<file path="src/rtl/serial_sub_pkg.sv">
`default_nettype none
// ============================================================================
//  Module      : serial_sub_pkg
//  Description : Shared definitions for the bit-serial subtractor: the FSM
//                state encoding and the default operand width.
//  Revision    : 1.0 - initial release
// ============================================================================
package serial_sub_pkg;

    // Operand / difference width used when the instantiating level does not
    // override it.
    localparam int c_default_width = 8;

    // Controller states: waiting, shifting one bit per cycle, result valid.
    typedef enum logic [1:0] {
        IDLE = 2'd0,
        RUN  = 2'd1,
        DONE = 2'd2
    } state_t;

endpackage : serial_sub_pkg
`default_nettype wire

</file>
<file path="src/rtl/serial_sub_full_sub.sv">
`default_nettype none
// ============================================================================
//  Module      : full_sub
//  Description : Combinational one-bit full subtractor. Produces the
//                difference bit and the borrow into the next bit position.
//  Revision    : 1.0 - initial release
// ============================================================================
module full_sub (
    input  logic a,
    input  logic b,
    input  logic bin,
    output logic diff,
    output logic bout
);

    logic w_axb;

    // A borrow is generated when b exceeds a, and propagated when the two
    // operand bits are equal.
    always_comb begin
        w_axb = a ^ b;
        diff  = w_axb ^ bin;
        bout  = (~a & b) | (~w_axb & bin);
    end

endmodule : full_sub
`default_nettype wire

</file>
<file path="src/rtl/serial_sub.sv">
`default_nettype none
// ============================================================================
//  Module      : serial_sub
//  Description : Bit-serial subtractor. Computes a - b - bin one bit per
//                clock, LSB first, and reports the result with a one-cycle
//                done pulse together with the final borrow.
//  Revision    : 1.0 - initial release
// ============================================================================
module serial_sub
    import serial_sub_pkg::*;
#(
    parameter int WIDTH = c_default_width
) (
    input  logic             clk,
    input  logic             rst_n,
    input  logic             start,
    input  logic [WIDTH-1:0] a,
    input  logic [WIDTH-1:0] b,
    input  logic             bin,
    output logic             busy,
    output logic             done,
    output logic [WIDTH-1:0] diff,
    output logic             bout
);

    localparam int             c_cw   = $clog2(WIDTH);
    localparam logic [c_cw-1:0] c_last = c_cw'(WIDTH - 1);
    localparam logic [c_cw-1:0] c_one  = c_cw'(1);

    state_t           r_state;
    logic             r_armed;
    logic [c_cw-1:0]  r_cnt;
    logic [WIDTH-1:0] r_a;
    logic [WIDTH-1:0] r_b;
    logic [WIDTH-1:0] r_diff;
    logic             r_br;
    logic             r_bout;
    logic             r_busy;
    logic             r_done;

    logic             w_d;
    logic             w_br_next;
    logic             w_accept;

    // Per-bit arithmetic always works on the current LSB of the shifting
    // operand registers.
    full_sub u_bit (
        .a    (r_a[0]),
        .b    (r_b[0]),
        .bin  (r_br),
        .diff (w_d),
        .bout (w_br_next)
    );

    // A new operation may begin from IDLE or straight out of DONE, but never
    // on the first edge after reset release (r_armed is still low then).
    always_comb begin
        w_accept = r_armed && start && ((r_state == IDLE) || (r_state == DONE));
    end

    // Controller, operand shifters and result registers.
    always_ff @(posedge clk or negedge rst_n) begin
        if (!rst_n) begin
            r_state <= IDLE;
            r_armed <= 1'b0;
            r_cnt   <= '0;
            r_a     <= '0;
            r_b     <= '0;
            r_diff  <= '0;
            r_br    <= 1'b0;
            r_bout  <= 1'b0;
            r_busy  <= 1'b0;
            r_done  <= 1'b0;
        end else begin
            r_armed <= 1'b1;
            case (r_state)
                IDLE, DONE: begin
                    r_done <= 1'b0;
                    if (w_accept) begin
                        r_a     <= a;
                        r_b     <= b;
                        r_br    <= bin;
                        r_cnt   <= '0;
                        r_busy  <= 1'b1;
                        r_state <= RUN;
                    end else begin
                        r_state <= IDLE;
                    end
                end
                RUN: begin
                    // Shifting in from the top: after WIDTH shifts the bit
                    // produced in step i has landed at position i.
                    r_diff <= {w_d, r_diff[WIDTH-1:1]};
                    r_a    <= r_a >> 1;
                    r_b    <= r_b >> 1;
                    r_br   <= w_br_next;
                    if (r_cnt == c_last) begin
                        r_bout  <= w_br_next;
                        r_busy  <= 1'b0;
                        r_done  <= 1'b1;
                        r_state <= DONE;
                    end else begin
                        r_cnt <= r_cnt + c_one;
                    end
                end
                default: begin
                    r_busy  <= 1'b0;
                    r_done  <= 1'b0;
                    r_state <= IDLE;
                end
            endcase
        end
    end

    always_comb begin
        busy = r_busy;
        done = r_done;
        diff = r_diff;
        bout = r_bout;
    end

endmodule : serial_sub
`default_nettype wire

</file>
<file path="config.mk">
export PLATFORM = sky130hd
export DESIGN_NAME = serial_sub
export DESIGN_NICKNAME = d
export VERILOG_FILES = /design/src/rtl/serial_sub_pkg.sv /design/src/rtl/serial_sub_full_sub.sv /design/src/rtl/serial_sub.sv
export SDC_FILE = /design/constraint.sdc
export NUM_CORES = 1
export LEC_CHECK = 0
export CAP_MARGIN = 0
export CORE_MARGIN = 10
export CORE_UTILIZATION = 46
export CTS_CLUSTER_DIAMETER = 150
export DETAILED_ROUTE_END_ITERATION = 10
export GPL_TIMING_DRIVEN = 0
export PLACE_DENSITY_LB_ADDON = 0.15
export SLEW_MARGIN = 10
export SYNTH_ARGS = -nofsm -noshare
export SYNTH_HDL_FRONTEND = slang
export SYNTH_SLANG_ARGS = --single-unit
</file>
<file path="constraint.sdc">
create_clock -name clk -period 1.5 [get_ports clk]
set_clock_uncertainty 0.2 [all_clocks]
set_input_delay 0.3 -clock clk [delete_from_list [all_inputs] [get_ports clk]]
set_output_delay 0.3 -clock clk [all_outputs]
set_load 0.005 [all_outputs]
</file>
==> results.yml, run 1 <==
routing:
  routed_wl_um: 3930
  drtAntennaViolNets: 0
  drt-initial-drc-count: 59
  routedWlPerCell_um: 15.7
  viasPerCell: 5.40
  drt_pre_antenna_iters: 4
  num_vias: 1351
  drc: 0
grt:
  grt.busiest_layer: "met2"
  met2_usage_pct: 21.9
  grt_pass1_vias: 1421
  grt_pass1_wl_um: 6450
  grt_max_degree: 34
  antenna_found_initial: 0
  grt.overflow.total: 0
  track_usage_pct: 12.4
  met1_usage_pct: 13.7
  grtUsageMet3_pct: 4.17
die:
  die_w_um: 79.0
  initial_core_util_pct: 47.7
  die-area_um2: 6250
  die_h_um: 79.0
  placementRows: 21
  num_io_pins: 31
  core-area_um2: 3360
sta:
  min_period_ps: 1570
  clock.fmax_mhz: 637
  tightest_slew_ps: 742
  rsz0062_at_grt: "yes"
  setup_violations: 5
  period_share_pct: 105
  hold_violations: 0
  worst_slack_ps: -69.7
  maxSlewViolCount: 0
  slew-limit-headroom_pct: 50.6
synthesis:
  synth_cells: 143
  yosysWarnings: 0
  synth_compound_area_share_pct: 12.8
  yosys.area_share.simple_pct: 10.5
  synth_cell_type_count: 25
  synthesis.nets: 166
  ys_ff_latch: 33
  synth_top_family_by_area: "multiplexers"
  synthXorXnorAreaFrac_pct: 0.546
  synthAdderAreaFrac_pct: 2.81
  yosysSeqAreaShare_pct: 51.5
  muxShareOfSynthArea_pct: 15.6
  syn_area_um2: 1600
  syn_area_per_cell_um2: 11.2
worst_setup_path:
  critPathLaunch: "r_cnt[1]"
  cp-end-kind: "flop"
  r2r_cells: 6
  worstPathArrival_ps: 1580
  r2r-start: "r_cnt[1]"
  cp_data_required_time_ps: 1510
  cp_max_fo: 4
  r2r_end: "r_cnt[0]"
  reg2reg_slack_ps: -70
  cp-start-kind: "flop"
  criticalPathCategory: "flop to flop"
  endpoint: "r_cnt[0]"
power_and_ir_drop:
  pwr-share-seq_pct: 38.6
  switching_share_pct: 35.6
  p_leak_nw: 1.04
  switching_power_mw: 1.53
  pwr-share-clk_pct: 11.0
  power.internal_mw: 2.76
  combPwrFrac_pct: 50.4
  finalPower_mw: 4.29
  power_density_nw_per_um2: 1890
  vdd_drop_max_mv: 0.941
layout:
  synthToLayoutAreaGrowth_pct: 41.4
  multi_input_area_um2: 772
  diodes: 0
  fin_area_um2: 2270
  fillCellCount: 277
  nets: 226
  drive_above_1_share_pct: 30.9
  regArea_um2: 827
run:
  cap_viol_max_count: 0
clocking:
  path_clk_slew_ps: 100
  clock_latency_ps: 330
  clock-sinks: 33
  clk_path_buf_depth: 2
  htree_levels: 2
  numCtsBuffers: 5
  clock-root-buffer: "clkbuf_4"
  cts_tree: "yes"
placed_design:
  gp_congestion: 0.747
  placed_area_um2: 1970
  port_buffers: 30
  post-dp-hpwl_um: 2530
worst_hold_path:
  worstHoldPathCells: 3
  min_from: "a[7]"
  min_path_type: "input port to flop"
run_status:
  status: "finished, violations left"
  violations: "negative setup slack"
critical path: stages, from the launching register on:
cell,delay (ps)
dfrtp_1,420
ha_4,180
ha_4,160
nor2_4,170
buf_4,150
xnor2_2,100
mux2i_1,90
worst min-delay path by stage:
stage,endpoint,slack (ps)
floorplan,bout,-200
global route,r_a[7],310
finish,r_a[7],290
CTS,r_a[7],300
detailed placement,diff[1],200
global placement,bout,270
metal layers:
layer / routed length [um] / vias to the layer above
met5: 0 / -
met4: 53 / 0
met3: 227 / 6
met2: 2060 / 31
met1: 1590 / 677
li1: - / 637
metrics by stage:
stage | hold slack, ps | std cells | utilization [%] | setup TNS [ps] | setup slack (ps)
after global routing | 307 | 250 | 67.4 | -769 | -132
after global placement | 274 | 219 | 58.7 | -30160 | -702
after CTS | 300 | 241 | 63.5 | -42.4 | -29.3
final | 295 | 250 | 67.4 | -165 | -69.7
after detailed placement | 202 | 219 | 58.5 | -7920 | -498
after floorplan | -196 | 143 | - | 0 | 3.34
timing repair:
| item | CTS | global route |
|---|---|---|
| buffers inserted | 11 | 9 |
| pin swaps | 4 | 3 |
| setup endpoints to repair | 25 | 29 |
| endpoints found under the hold margin | 33 | 0 |
| gates resized for setup | 22 | 22 |
| gates cloned | 3 | 0 |
| hold buffers | 1 | 0 |
kinds of logic after synthesis:
logic type	Yosys count
multiplexers	24
AO/OA/AOI/OAI	33
adder cells (fa/ha/maj)	3
AND/OR/NAND/NOR	31
XOR/XNOR	1
flip-flops	33
buffers and inverters	17
other	1
synth_stat cells:
library cell	instances	area (um^2)
xnor2_1	1	8.76
a21oi_1	12	60.1
a31oi_1	3	18.8
ha_1	2	25.0
nand2b_1	1	6.26
nor2_1	1	3.75
nand3_1	4	20.0
o22ai_1	3	18.8
buf_4	1	7.51
buf_2	5	25.0
buf_1	1	3.75
a211oi_1	11	82.6
fa_1	1	20.0
dfrtp_1	33	826
mux2_2	8	90.1
and3b_1	1	8.76
conb_1	1	3.75
o21ai_0	3	15.0
nand3b_1	3	22.5
inv_1	7	26.3
and3_1	11	68.8
nand2_1	10	37.5
buf_6	3	33.8
mux2i_1	16	160
o32a_1	1	10.0
power groups by stage:
stage	clock network [mW]	logic (mW)	registers [mW]
2_1_floorplan	0	1.14	1.58
3_3_place_gp	0	1.66	1.62
3_5_place_dp	0	1.72	1.66
4_1_cts	0.481	1.91	1.63
5_1_grt	0.525	2.40	1.70
6_report	0.471	2.16	1.66
placed cells by master (no fill, tap or decap), drive strengths merged, types with 7 or more instances in the layout:
master and instances:
mux2 8, inv 7, clkbuf 10, clkdlybuf4s50 17
nand2 10, a211oi 11, and3 11, clkdlybuf4s15 8
mux2i 16, buf 31, a21oi 12, dfrtp 33
area by class of cell:
type | count | area share (%)
well taps | 46 | 2.54
plain buffers | 9 | 2.76
inverters | 7 | 1.16
repair buffers | 53 | 20.7
flip-flops and latches | 33 | 36.5
multi-input cells | 94 | 34.1
clock inverters | 2 | 0.442
clock buffers | 6 | 1.82
state kept, by name, indices dropped and copies added (netlist names):
register and cells:
bout 1, r_state 2, diff 8, r_br 1, r_a 8, r_cnt 3
r_b 8, busy 1, r_armed 1
No activity file was read; power rests on OpenSTA's default activity.
==> run 2, diff against run 1 <==
Settings changed: CORE_MARGIN 10 to default, CORE_UTILIZATION 46 to 55.
Clock period 1.5 ns to 1.91 ns, I/O delays scaled along.
==> results.yml, run 2 (synthesis results as in run 1) <==
run_status:
  status: "completed"
grt:
  grtUsageMet3_pct: 7.44
  grt_pass1_vias: 1223
  antenna_found_initial: 0
  met1_usage_pct: 31.9
  grt_max_degree: 34
  met2_usage_pct: 37.9
  track_usage_pct: 24.4
  grt.overflow.total: 0
  grt_pass1_wl_um: 5780
  grt.busiest_layer: "met2"
sta:
  slew-limit-headroom_pct: 51.4
  setup_tns_ps: 0
  min_period_ps: 1820
  clock.fmax_mhz: 550
  maxSlewViolCount: 0
  setup_violations: 0
  hold_violations: 0
  tightest_slew_ps: 728
  period_share_pct: 95.2
  rsz0062_at_grt: "no"
routing:
  drc: 0
  drt-initial-drc-count: 32
  routed_wl_um: 3400
  drtAntennaViolNets: 0
  routedWlPerCell_um: 16.0
  viasPerCell: 5.81
  num_vias: 1232
  drt_pre_antenna_iters: 4
worst_setup_path:
  r2r-start: "r_cnt[0]"
  crit_buf_inv: 1
  cp_data_required_time_ps: 1330
  r2r_end: "r_cnt[1]"
  cp-start-kind: "flop"
  cp_top_family: "buffers and inverters"
  cp-end-kind: "primary output"
  cp_max_fo: 3
  cpPeakStageDelay_ps: 520
  r2r_cells: 5
  reg2reg_slack_ps: 190
  path_cells: "clkdlybuf4s50_1"
  critPathSlowestCell: "clkdlybuf4s50_1"
  criticalPathCategory: "flop to primary output"
  worstPathArrival_ps: 1240
worst_hold_path:
  worstHoldEndpoint: "bout"
  min_from: "bout"
  min_path_type: "flop to flop"
  worstHoldPathCells: 2
die:
  initial_core_util_pct: 58.1
  die_h_um: 56.0
  num_io_pins: 31
  die-area_um2: 3130
  core-area_um2: 2760
  placementRows: 19
  die_w_um: 56.0
run:
  cap_viol_max_count: 0
clocking:
  clock_latency_ps: 330
  numCtsBuffers: 5
  post_cts_buffers: 0
  cts_tree: "yes"
  clock-sinks: 33
  clock-root-buffer: "clkbuf_4"
  path_clk_slew_ps: 90
  htree_levels: 2
  clk_path_buf_depth: 2
power_and_ir_drop:
  power_density_nw_per_um2: 1510
  p_leak_nw: 0.911
  vdd_drop_max_mv: 1.04
placed_design:
  port_buffers: 30
  post-dp-hpwl_um: 2340
  placed_area_um2: 1940
  dp_cells: 204
  gp_congestion: 0.814
layout:
  layout_commonest_cell: "dfrtp_1"
  final_cell_mix: "dfrtp_1 (33), clkdlybuf4s50_1 (29), mux2i_1 (16)"
  nets: 204
  fin_area_um2: 2000
  synthToLayoutAreaGrowth_pct: 25.1
  fin_cells: 212
  diodes: 0
  drive_above_1_share_pct: 13.8
run 2: changes by cell type in the layout (fill, tap and decap cells not counted), moves of 2 or more:
cell,change
ha_1,+2
a211oi_2,-3
o22ai_1,+3
clkdlybuf4s50_1,+12
clkdlybuf4s15_1,-8
buf_6,-3
ha_4,-2
clkinv_2,-2
clkbuf_2,-3
o22ai_2,-3
buf_4,-18
a211oi_1,+3
run 2: how the worst max path moves through the flow:
stage | cells past startpoint | startpoint | endpoint | slack, ps
6_report | 1 | diff[5] | diff[5] | 90
3_3_place_gp | 1 | rst_n | r_cnt[1] | -340
4_1_cts | 5 | r_cnt[0] | r_cnt[1] | 80
3_5_place_dp | 5 | start | r_b[5] | -130
5_1_grt | 1 | diff[5] | diff[5] | 20
2_1_floorplan | 5 | r_cnt[0] | r_cnt[1] | 260
run 2: metrics by stage:
step / hold slack (ps) / power, mW / worst slack (ps) / util, %
3_3_place_gp: 264 / 2.54 / -338 / 70.4
3_5_place_dp: 280 / 2.64 / -129 / 70.2
4_1_cts: 301 / 3.05 / 79.3 / 72.6
5_1_grt: 318 / 3.27 / 18.8 / 72.7
6_report: 301 / 3.03 / 92.5 / 72.7
2_1_floorplan: -114 / 2.12 / 262 / -
run 2: where the power goes:
group | internal [mW] | switching (mW) | leakage (nW)
registers | 1.03 | 0.255 | 0.386
logic | 0.759 | 0.587 | 0.494
clock network | 0.174 | 0.223 | 0.0314
total | 1.97 | 1.07 | 0.911
run 2: area by class of cell:
| class | instances | area (um^2) |
|---|---|---|
| plain buffers | 10 | 70.1 |
| clock buffers | 7 | 55.1 |
| fillers | 212 | 753 |
| inverters | 7 | 26.3 |
| multi-input cells | 93 | 683 |
| flip-flops and latches | 33 | 826 |
| well taps | 31 | 38.8 |
| repair buffers | 31 | 305 |
run 2: layer usage:
metal	part of all wire, %	up-vias
met1	45	604
met2	49	25
met5	0	-
met4	1.8	0
li1	-	593
met3	3.8	10
run 2: repair_timing:
action | in CTS | in global routing
resized for setup | 0 | 1
hold buffers | 1 | 0
endpoints found under the hold margin | 33 | 0
setup endpoints to repair | 0 | 1
==> run 3, diff against run 2 <==
Settings changed: CAP_MARGIN 0 to 20, CORE_ASPECT_RATIO from default to 0.7, SKIP_LAST_GASP from default to 1.
==> results.yml, run 3 (synthesis results as in run 1) <==
worst_hold_path:
  worstHoldEndpoint: "bout"
  min_from: "bout"
  worstHoldPathCells: 2
  min_path_type: "flop to flop"
power_and_ir_drop:
  p_leak_nw: 0.934
  pwr-share-clk_pct: 17.7
  power.internal_mw: 2.12
  pwr-share-seq_pct: 40.3
  switching_share_pct: 34.1
  finalPower_mw: 3.22
  combPwrFrac_pct: 41.9
  power_density_nw_per_um2: 1570
  switching_power_mw: 1.10
  vdd_drop_max_mv: 1.09
layout:
  diodes: 0
  fillCellCount: 162
  final_cell_mix: "dfrtp_1 (33), clkdlybuf4s50_1 (29), mux2i_1 (16)"
  final_util_pct: 78.8
  drive_above_1_share_pct: 14.8
  synthToLayoutAreaGrowth_pct: 28.2
  nets: 204
  fin_area_um2: 2050
  layout_commonest_cell: "dfrtp_1"
routing:
  drt_pre_antenna_iters: 4
  drc: 0
  num_vias: 1239
  routedWlPerCell_um: 15.8
  viasPerCell: 5.74
  drt-initial-drc-count: 53
  drtAntennaViolNets: 0
  routed_wl_um: 3410
clocking:
  cts_tree: "yes"
  htree_levels: 2
  clock-sinks: 33
  post_cts_buffers: 0
  clock_latency_ps: 280
  numCtsBuffers: 5
  clock-root-buffer: "clkbuf_8"
  path_clk_slew_ps: 70
  clk_path_buf_depth: 2
worst_setup_path:
  cpPeakStageDelay_ps: 530
  criticalPathCategory: "flop to primary output"
  r2r-start: "r_cnt[0]"
  cp-start-kind: "flop"
  cp_data_required_time_ps: 1330
  crit_buf_inv: 1
  r2r_cells: 5
  r2r_end: "r_cnt[1]"
  cp_top_family: "buffers and inverters"
  cp-end-kind: "primary output"
  path_cells: "clkdlybuf4s50_1"
  critPathSlowestCell: "clkdlybuf4s50_1"
  cp_max_fo: 3
  reg2reg_slack_ps: 170
  worstPathArrival_ps: 1200
placed_design:
  placed_area_um2: 1940
  port_buffers: 30
  post-place-ws_ps: -166
  gp_congestion: 0.811
  post-dp-hpwl_um: 2440
sta:
  worst_slack_ps: 131
  rsz0062_at_grt: "no"
  maxSlewViolCount: 0
  hold_violations: 0
  period_share_pct: 93.1
  clock.fmax_mhz: 562
  slew-limit-headroom_pct: 52.7
  tightest_slew_ps: 709
  min_period_ps: 1780
  setup_violations: 0
die:
  die_h_um: 47.2
  initial_core_util_pct: 61.4
  placementRows: 15
  num_io_pins: 31
  die_w_um: 66.5
  core-area_um2: 2610
  die-area_um2: 3140
grt:
  grt_max_degree: 34
  antenna_found_initial: 0
  grt_pass1_vias: 1165
  track_usage_pct: 24.6
  grt.overflow.total: 0
  grt_pass1_wl_um: 5430
run_status:
  status: "completed"
run:
  cap_viol_max_count: 0
run 3: changes by cell type in the layout (fill, tap and decap cells not counted):
cell,change
clkbuf_8,+6
clkbuf_4,-5
clkbuf_1,-1
clkinv_2,+1
run 3: layer usage:
layer / share of wire [%] / global-route usage [%] / wire [um]
met1: 46 / 31.9 / 1570
met5: 0 / 0 / 0
met3: 4.4 / 7.28 / 151
met4: 1.0 / 10.6 / 34
met2: 49 / 39.4 / 1650
run 3: power groups by stage:
stage / Sequential, mW / Combinational, mW / Clock [mW]
detailed placement: 1.30 / 1.35 / 0
floorplan: 1.24 / 0.882 / 0
global route: 1.34 / 1.50 / 0.599
global placement: 1.27 / 1.28 / 0
finish: 1.30 / 1.35 / 0.571
CTS: 1.29 / 1.36 / 0.577
run 3: through the flow:
stage | hold slack [ps] | cells | TNS [ps]
6_report | 291 | 216 | 0
5_1_grt | 327 | 216 | 0
4_1_cts | 293 | 216 | 0
3_5_place_dp | 275 | 207 | -1090
3_3_place_gp | 266 | 207 | -11150
2_1_floorplan | -114 | 143 | 0
run 3: how the worst max path moves through the flow:
stage / cells past startpoint / end / startpoint / slack [ps]
5_1_grt: 5 / r_cnt[2] / r_cnt[0] / 60
3_3_place_gp: 1 / r_a[4] / rst_n / -330
2_1_floorplan: 5 / r_cnt[1] / r_cnt[0] / 260
3_5_place_dp: 5 / r_a[5] / start / -170
6_report: 1 / diff[5] / diff[5] / 130
4_1_cts: 5 / r_cnt[1] / r_cnt[0] / 50
run 3: timing repair:
action	in CTS	in global routing
gates resized for setup	0	1
hold buffers	1	0
endpoints found under the setup margin	0	3
endpoints found under the hold margin	33	0
run 3: cell type report:
| type | instances | area (um^2) | share of cell area (%) |
|---|---|---|---|
| Sequential cell | 33 | 826 | 40.2 |
| Multi-Input combinational cell | 93 | 683 | 33.3 |
| Timing Repair Buffer | 31 | 305 | 14.9 |
| Clock buffer | 7 | 96.3 | 4.69 |
| Buffer | 10 | 70.1 | 3.41 |
| Tap cell | 34 | 42.5 | 2.07 |
| Inverter | 7 | 26.3 | 1.28 |
| Clock inverter | 1 | 5.00 | 0.244 |
